--- src/rtl/sram_arb_pkg.sv ---
// Shared definitions for the external SRAM sequencer/arbiter: FSM encoding,
// port indices and strobe polarity.
package sram_arb_pkg;

  typedef enum logic [1:0] {
    IDLE   = 2'd0,
    SETUP  = 2'd1,
    ACCESS = 2'd2,
    HOLD   = 2'd3
  } arb_state_e;

  localparam int PORT_A = 0;
  localparam int PORT_B = 1;

  // SRAM strobes are active low; this is the released level.
  localparam logic STROBE_OFF = 1'b1;

  typedef struct packed {
    logic        write;
    logic [15:0] wdata;
    logic [1:0]  be;
  } sram_cmd_t;

endpackage

--- src/rtl/sram_rr_grant.sv ---
// Two-requester round-robin grant. On a tie the requester not granted last
// time wins; the last-grant flag resets to B so A wins the first tie.
module sram_rr_grant
  import sram_arb_pkg::*;
(
  input  logic       CLK,
  input  logic       reset_in,  // synchronous, active low
  input  logic       en,
  input  logic [1:0] req,
  output logic [1:0] gnt
);

  logic last_b;

  always_comb begin
    gnt = req;
    if (&req) begin
      gnt = 2'b00;
      gnt[last_b ? PORT_A : PORT_B] = 1'b1;
    end
  end

  always_ff @(posedge CLK) begin
    if (!reset_in)
      last_b <= 1'b1;
    else if (en && (|req))
      last_b <= gnt[PORT_B];
  end

endmodule

--- src/rtl/sram_arbiter.sv ---
// Two-port round-robin sequencer for the 256Kx16 async SRAM. All pin-side
// outputs are registered; the data-bus enable never overlaps an active OE.
module sram_arbiter
  import sram_arb_pkg::*;
#(
  parameter int ADDR_W      = 18,
  parameter int WAIT_CYCLES = 2
) (
  input  logic              io_mainClk,
  input  logic              io_resetn,
  input  logic              a_valid,
  output logic              a_ready,
  input  logic [ADDR_W-1:0] a_addr,
  input  logic              a_write,
  input  logic [15:0]       a_wdata,
  input  logic [1:0]        a_be,
  output logic              a_rsp_valid,
  output logic [15:0]       a_rdata,
  input  logic              b_valid,
  output logic              b_ready,
  input  logic [ADDR_W-1:0] b_addr,
  input  logic              b_write,
  input  logic [15:0]       b_wdata,
  input  logic [1:0]        b_be,
  output logic              b_rsp_valid,
  output logic [15:0]       b_rdata,
  output logic [ADDR_W-1:0] io_sram_addr,
  input  logic [15:0]       io_sram_dat_read,
  output logic [15:0]       io_sram_dat_write,
  output logic              io_sram_dat_writeEnable,
  output logic              io_sram_cs,
  output logic              io_sram_oe,
  output logic              io_sram_we,
  output logic              io_sram_lb,
  output logic              io_sram_ub
);

  localparam logic [3:0] WAIT_LOAD = 4'(WAIT_CYCLES - 1);

  arb_state_e        state, state_nxt;
  logic [1:0]        gnt;
  logic              idle, take, owner_b, is_wr;
  logic [3:0]        wait_cnt;
  sram_cmd_t         cmd;
  logic [ADDR_W-1:0] cmd_addr;

  // Gating with reset keeps ready low while reset is held.
  assign idle    = (state == IDLE) && io_resetn;
  assign a_ready = idle && gnt[PORT_A];
  assign b_ready = idle && gnt[PORT_B];
  assign take    = a_ready || b_ready;

  sram_rr_grant u_grant (
    .CLK      (io_mainClk),
    .reset_in (io_resetn),
    .en       (idle),
    .req      ({b_valid, a_valid}),
    .gnt      (gnt)
  );

  always_comb begin
    cmd_addr  = a_addr;
    cmd.write = a_write;
    cmd.wdata = a_wdata;
    cmd.be    = a_be;
    if (gnt[PORT_B]) begin
      cmd_addr  = b_addr;
      cmd.write = b_write;
      cmd.wdata = b_wdata;
      cmd.be    = b_be;
    end
  end

  always_ff @(posedge io_mainClk) begin
    if (!io_resetn) state <= IDLE;
    else            state <= state_nxt;
  end

  always_comb begin
    state_nxt = state;
    case (state)
      IDLE:    if (take) state_nxt = SETUP;
      SETUP:   state_nxt = ACCESS;
      ACCESS:  if (wait_cnt == '0) state_nxt = is_wr ? HOLD : IDLE;
      HOLD:    state_nxt = IDLE;
      default: state_nxt = IDLE;
    endcase
  end

  always_ff @(posedge io_mainClk) begin
    if (!io_resetn) begin
      owner_b                 <= 1'b0;
      is_wr                   <= 1'b0;
      wait_cnt                <= '0;
      io_sram_addr            <= '0;
      io_sram_dat_write       <= '0;
      io_sram_dat_writeEnable <= 1'b0;
      io_sram_cs              <= STROBE_OFF;
      io_sram_oe              <= STROBE_OFF;
      io_sram_we              <= STROBE_OFF;
      io_sram_lb              <= STROBE_OFF;
      io_sram_ub              <= STROBE_OFF;
      a_rdata                 <= '0;
      b_rdata                 <= '0;
      a_rsp_valid             <= 1'b0;
      b_rsp_valid             <= 1'b0;
    end else begin
      a_rsp_valid <= 1'b0;
      b_rsp_valid <= 1'b0;
      case (state)
        IDLE: if (take) begin
          owner_b                 <= gnt[PORT_B];
          is_wr                   <= cmd.write;
          io_sram_addr            <= cmd_addr;
          io_sram_cs              <= ~STROBE_OFF;
          io_sram_lb              <= ~cmd.be[0];
          io_sram_ub              <= ~cmd.be[1];
          // A read drops OE now; a write drives the bus with OE released.
          io_sram_oe              <= cmd.write ? STROBE_OFF : ~STROBE_OFF;
          io_sram_we              <= STROBE_OFF;
          io_sram_dat_writeEnable <= cmd.write;
          if (cmd.write) io_sram_dat_write <= cmd.wdata;
        end
        SETUP: begin
          wait_cnt <= WAIT_LOAD;
          if (is_wr) io_sram_we <= ~STROBE_OFF;
        end
        ACCESS: begin
          if (wait_cnt != '0) begin
            wait_cnt <= wait_cnt - 4'd1;
          end else begin
            a_rsp_valid <= !owner_b;
            b_rsp_valid <= owner_b;
            if (is_wr) begin
              io_sram_we <= STROBE_OFF;
            end else begin
              io_sram_cs <= STROBE_OFF;
              io_sram_oe <= STROBE_OFF;
              io_sram_lb <= STROBE_OFF;
              io_sram_ub <= STROBE_OFF;
              if (owner_b) b_rdata <= io_sram_dat_read;
              else         a_rdata <= io_sram_dat_read;
            end
          end
        end
        HOLD: begin
          io_sram_cs              <= STROBE_OFF;
          io_sram_lb              <= STROBE_OFF;
          io_sram_ub              <= STROBE_OFF;
          io_sram_dat_writeEnable <= 1'b0;
        end
        default: ;
      endcase
    end
  end

endmodule

--- config.mk ---
export PLATFORM = sky130hd
export DESIGN_NAME = sram_arbiter
export DESIGN_NICKNAME = d
export VERILOG_FILES = /design/src/rtl/sram_arb_pkg.sv /design/src/rtl/sram_rr_grant.sv /design/src/rtl/sram_arbiter.sv
export SDC_FILE = /design/constraint.sdc
export NUM_CORES = 1
export LEC_CHECK = 0
export ABC_AREA = 1
export BUFFER_PORTS_ARGS = -buffer_cell sky130_fd_sc_hd__buf_2
export CORE_MARGIN = 2
export CORE_UTILIZATION = 48
export CTS_BUF_LIST = sky130_fd_sc_hd__clkbuf_8
export DETAILED_ROUTE_END_ITERATION = 7
export PLACE_DENSITY = 0.81
export SYNTH_ARGS = -nofsm -noshare
export SYNTH_HDL_FRONTEND = slang
export SYNTH_HIERARCHICAL = 1
export SYNTH_SLANG_ARGS = --single-unit
--- constraint.sdc ---
create_clock -name io_mainClk -period 2.2 [get_ports io_mainClk]
set_input_delay 0.22 -clock io_mainClk [delete_from_list [all_inputs] [get_ports io_mainClk]]
set_output_delay 0.22 -clock io_mainClk [all_outputs]
set_load 0.01 [all_outputs]
### Word level (Yosys, flattened, before mapping)

Cells that the tools add are included.

* memories kept: 0
* word-level logic and storage cells: 95
* bits in read-only memories: 0
* register bits: 83
* bits in writable memories: 0
* bits in latches: 0

* order comparisons: 2
* shifts and indexed selects: 0
* divide/modulo/power cells: 0
* bitwise logic cells: 7
* equality and inequality tests: 10
* multiply operators: 0
* muxes and demuxes: 30
* reduce and logical (&&, ||, !) cells: 28
* add/sub/neg operators: 1

Operators with widths (number)
* $ge 32x1->1 const B: 1
* $lt 32x3->1 const B: 1
* $mux 19: 1
* $mux 18: 1
* $reduce_and 4->1: 4
* $mux 1: 14
* $ne 2x2->1 const B: 7
* $pmux 1 s3: 4
* $reduce_and 2->1: 5
* $mux 2: 4
* $pmux 2 s4: 1
* $pmux 4 s2: 1
* $not 1->1: 7
* $reduce_bool 2->1: 3
* $reduce_bool 3->1: 2
* $logic_and 1x1->1: 5
* $reduce_and 5->1: 1
* $eq 2x2->1 const B: 2
* $logic_not 4->1: 1
* $mux 4: 1
* $pmux 1 s2: 2
* $reduce_bool 4->1: 1
* $sub 4x1->4 const B: 1
* $reduce_and 3->1: 1
* other kinds (7): 7

### Longest topological paths before layout

* word-level depth: 10
* depth in mapped cells: 10

### Hierarchy

Netlist, hierarchy kept.

By module, submodules not included
* sram_arbiter: times used 1, cells each 470, seq. area each 1641.6 um2, area each 3518.4 um2
* sram_rr_grant: times used 1, cells each 8, seq. area each 20.0 um2, area each 56.3 um2

### Worst setup path after synthesis

OpenSTA, ideal clock, no wires.

* path kind: register -> register
* from: register u_grant.last_b
* to: register io_sram_dat_write[10]
* path slack: 639 ps
* buffers on the path: 2
* stages on the path, launching flop included: 9
* arrival time: 1447 ps
* cell sequence: dfxtp_1 -> a21boi_0 -> buf_2 -> nand2_1 -> nand2_1 -> nand2_4 -> buf_2 -> o21ai_1 -> nor2_1

* cells in the longest elaborated chain, start to end: 9

RTL lines
* start: declaration: RTL line sram_rr_grant.sv:13 `logic last_b;`
* start signal: assignment: RTL line sram_rr_grant.sv:27 `last_b <= gnt[PORT_B];`
* $mux 1 (*): RTL line sram_rr_grant.sv:19 `gnt[last_b ? PORT_A : PORT_B] = 1'b1;`
* $ge 32x1->1 (not written as such) or $lt 32x3->1 (tied branches): RTL line sram_rr_grant.sv:19
* $logic_and 1x1->1 (not written as such): RTL line sram_rr_grant.sv:19
* $mux 1: RTL line sram_rr_grant.sv:19
* $demux 1 s1 (*)
* $mux 2 (*): RTL line sram_rr_grant.sv:17 `if (&req) begin`
* named net gnt[1]: RTL line sram_arbiter.sv:41 `logic [1:0] gnt;`
* $logic_and 1x1->1: RTL line sram_arbiter.sv:50 `assign b_ready = idle && gnt[PORT_B];`
* $logic_or 1x1->1: RTL line sram_arbiter.sv:51 `assign take = a_ready || b_ready;`
* $reduce_and 3->1 (no source line)
* end signal: assignment: RTL line sram_arbiter.sv:122 `if (cmd.write) io_sram_dat_write <= cmd.wdata;`
* end: declaration: RTL line sram_arbiter.sv:29 `output logic [15:0] io_sram_dat_write,`

The timed path passes the listed nets; every way through them passes the cells marked *.
A chain may end at the register's enable or synchronous reset.

### Final worst setup path

* from: register wait_cnt[0]
* to: register b_rdata[11]

* cells in the longest elaborated chain, start to end: 3

RTL lines
* start: declaration: RTL line sram_arbiter.sv:43 `logic [3:0] wait_cnt;`
* start signal: assignment: RTL line sram_arbiter.sv:130 `wait_cnt <= wait_cnt - 4'd1;`
* $reduce_bool 4->1: RTL line sram_arbiter.sv:129 `if (wait_cnt != '0) begin`
* $not 1->1 (no source line)
* $reduce_and 4->1 (no source line)
* end signal: assignment: RTL line sram_arbiter.sv:141 `if (owner_b) b_rdata <= io_sram_dat_read;`
* end: declaration: RTL line sram_arbiter.sv:26 `output logic [15:0] b_rdata,`

Every way passes these cells.

==> results <==
- The cell area after placement is 4430 sq um.
- The met3 track demand over resource in global routing is 6.34%.
- Walking the worst path, the cells encountered are inv_1 > ha_1 > nand2_2 > inv_2 > nand2_2 > nor2_4 > inv_2 > nor2_1 > nor2_1.
- The final route contains 3641 vias.
- Across the run, the number of max-cap violations was 0.
- The final wirelength is a little over 9000 um.
- The global-route met1 utilization is approximately a quarter.
- The count of buffers added on input and output ports is 169.
- The flow ran to the end, and the final reports show no timing, DRC or antenna violations.
- The antenna diode count is 0.
- In the synthesized netlist the dominant register cell turns out to be sky130_fd_sc_hd__dfxtp_1.
- The max-slew violation count is 0.
- The critical path endpoint category is a flip-flop.
- Setup slack closes at 0.440 ns.
- The boundary pin count is 170.
- The detailed router finished its first iteration with 128 violations.
- The worst hold path begins at io_sram_dat_read[1].
- The number of distinct standard cells referenced by the synthesized netlist is 31.
- The count of nets left with antenna violations once routing finished came out at 0.
- Of the available clock period, the critical path in the final layout requires 80.0%.
- The synthesized design contains 83 register bits.
- Synthesis produced a netlist with a net count of 574.
- Along the worst path, the maximum fanout reaches 17.
- The total negative slack for setup checks is 0 ns.
- The pin slew with the least headroom to its limit is 0.388 ns.
- The hold violation total from the final report is 0.
- The slowest stage of the critical path belongs to the cell sky130_fd_sc_hd__dfxtp_1.
- The total number of nets in the final design is 733.
- Cells with a size suffix above 1 make up 33.0% of the layout.
- The final routed wire length divided by cell count is 12.3 um.
- The required time at the endpoint of the critical path is 2.43 ns.
- The worst register-to-register path has a setup slack of 0.44 ns.
- The warning count from the yosys run is 6.
- Across every metal layer, demand over resource in global routing totals 21.9%.
- After global routing the overflow that remains totals 0.
- Following the worst setup path forward leads to its endpoint at b_rdata[11].
- The routed via count divided by cell count is a little under 5.
- The TritonCTS sink count is 83.
- The cell count after synthesis came out at 478.
- The synthesized cell area is 3570 sq um.
- The top cell type by area accounts for ~46% of the synthesized area.
- On the worst path, the slowest cell contributes a delay of 0.32 ns.
- For this design the static power due to leakage is 2.53 nW.
- The starting utilization of the core area is 49.5%.
- The achievable frequency is 568 MHz.
- The sequential area share after synthesis is 46.5%.
- Detailed placement ended at an HPWL of ~6700 um.
- The number of standard-cell rows in the floorplan is 31.
- The worst register-to-register path ends at b_rdata[11].
- The number of global-route vias before repair is 3321.
- For the final database, setup skew stands at 0.0116 ns.
- The number of cells upsized or downsized after cts is 0.
- The die extent in x is 90.3 um.
- The clock period could shrink to 1.76 ns.
- The commonest cells after synthesis are sky130_fd_sc_hd__nor2_1 (107), sky130_fd_sc_hd__nand2_1 (100), sky130_fd_sc_hd__dfxtp_1 (83).
- The peak supply drop is 0.496 mV.
- The die is 90.3 um tall.
- Summed over all instances, the cell type with the most area after synthesis is sky130_fd_sc_hd__dfxtp_1.
- The cell with the most instances after synthesis is sky130_fd_sc_hd__nor2_1.
- The clock tree from TritonCTS is yes.
- CTS built an H-tree with a depth of 3.
- Setup violations remaining at the end of the flow were counted as 0.
- The average cell area after synthesis is 7.48 sq um.
- The wire length of the first global-routing pass is 14700 um.
- The cell sitting at the root of the clock tree is a sky130_fd_sc_hd__clkbuf_8.
- The clock transition at the registers of the reported paths is about 0.09 ns.
- For this run, design rule violations remaining after detail routing come to 0.
- Setup repair after global routing left no endpoint under its margin.
- The count of flip-flops with a built-in enable after synthesis is 0.
- The worst pin sits at a relative slew slack of 74.1%.
- The number of antenna violations at the first check in global routing is 0.
- The die area is 8150 sq um.
- Before CTS, the worst setup slack after placement is 0.491 ns.
- The core outline area is 7210 sq um.
- Data arrives at the worst endpoint at ~2.0 ns.
- The min-delay analysis places its worst path in the category in -> reg.
- The area growth from synthesis to layout is 29.5%.
- The busiest layer in global routing is met2.
- The number of optimization iterations in the first detailed-route pass is 4.
- The most critical setup path has its startpoint at wait_cnt[0].
- The area of all placed cells without fillers is 4630 sq um.
- No sink is reached through more buffers than the 2 on the longest clock path.
- Entering global routing, the biggest net connects 50 pins.
- STA classifies the critical path startpoint as a flip-flop.
- After clock tree synthesis, the flow added hold-fix buffers numbering 0.
- The critical setup path kind is reg -> reg.
- The beginning of the worst register-to-register path is wait_cnt[0].
- The source-to-sink clock delay at the later pin of the worst-skew pair is 0.34 ns.
- Routability-driven placement finished with a final weighted congestion of 0.800.
- The number of cells on the worst reg-to-reg path is 9.
- The post-CTS setup buffer count is 0.
- The global routing met2 resource utilization is 38.5%.
- For this design the ratio of total power to cell area is 882 nW/um^2.
- Buffers inserted during clock tree synthesis total 9.
- The design draws approximately 4.1 mW.
- For this run, asynchronously set or reset flops after synthesis account for 0%.
- Once layout is complete, the utilization of the core stands at 64.2%.
- In the post-synthesis netlist, the biggest area contributors are sky130_fd_sc_hd__dfxtp_1 (46%), sky130_fd_sc_hd__nor2_1 (11%), sky130_fd_sc_hd__nand2_1 (11%).
worst max-delay path, delay by kind of cell, from the launching register on:
family	cells	cell delay, ns
buffers and inverters	3	0.44
flip-flops	1	0.32
AND/OR/NAND/NOR	5	0.72
adder cells (fa/ha/maj)	1	0.18
layout make-up:
type                            instances  area, sq um
Inverter                               23         91.3
Multi-Input combinational cell        346         1670
Fill cell                             673         2590
Clock inverter                          7         70.1
Sequential cell                        83         1660
Clock buffer                            9          124
Tap cell                               99          124
Timing Repair Buffer                  174          883
registers in the layout, indices dropped and copies added (netlist names):
signal / count
io_sram_dat_writeEnable: 1
state: 2
a_rsp_valid: 1
io_sram_addr: 18
wait_cnt: 4
a_rdata: 16
owner_b: 1
u_grant/last_b: 1
is_wr: 1
io_sram_we: 1
b_rsp_valid: 1
io_sram_cs: 1
io_sram_dat_write: 16
io_sram_oe: 1
io_sram_lb: 1
b_rdata: 16
io_sram_ub: 1
placed cells by master (no fill, tap or decap), types with 3 or more instances in the layout:
cell,instances
sky130_fd_sc_hd__a21oi_1,5
sky130_fd_sc_hd__buf_2,169
sky130_fd_sc_hd__inv_1,16
sky130_fd_sc_hd__buf_4,5
sky130_fd_sc_hd__nand2_1,100
sky130_fd_sc_hd__nand3_1,35
sky130_fd_sc_hd__o21ai_0,45
sky130_fd_sc_hd__inv_2,6
sky130_fd_sc_hd__dfxtp_1,83
sky130_fd_sc_hd__nor2_1,107
sky130_fd_sc_hd__o21ai_1,8
sky130_fd_sc_hd__clkbuf_8,9
sky130_fd_sc_hd__clkinv_4,3
sky130_fd_sc_hd__nand4_1,3
sky130_fd_sc_hd__nand2_2,5
sky130_fd_sc_hd__o211a_1,18
sky130_fd_sc_hd__nand2_4,3
logic make-up after synthesis:
family          count (synthesis)  synth area share, %
buf+inv                        49                 7.00
flops                          83                 46.5
simple gates                  262                 31.4
fa+ha+maj                       2                0.700
compound gates                 82                 14.4
worst min path at each step:
stage                          end  slack [ns]  depth (start not counted)
global route            b_rdata[1]        0.11                          3
detailed placement      io_sram_we        0.44                          2
global placement        io_sram_oe        0.44                          2
floorplan           u_grant/last_b        0.30                          1
finish                  b_rdata[1]        0.12                          3
CTS                     b_rdata[1]        0.10                          3
where the power goes:
part	total [mW]	internal, mW	switching (mW)
logic	1.17	0.467	0.703
clock network	1.06	0.523	0.537
registers	1.85	1.72	0.130
metal layers:
layer,part of all wire (%),vias up
met3,7.6,10
li1,-,1879
met5,0,-
met2,50,138
met1,41,1614
met4,1.2,0
metrics by stage:
stage               hold WS [ns]  cells
floorplan                  0.305    478
global placement           0.441    725
detailed placement         0.443    725
CTS                        0.104    741
global route               0.111    741
finish                     0.119    741
(Power assumes the default switching activity.)
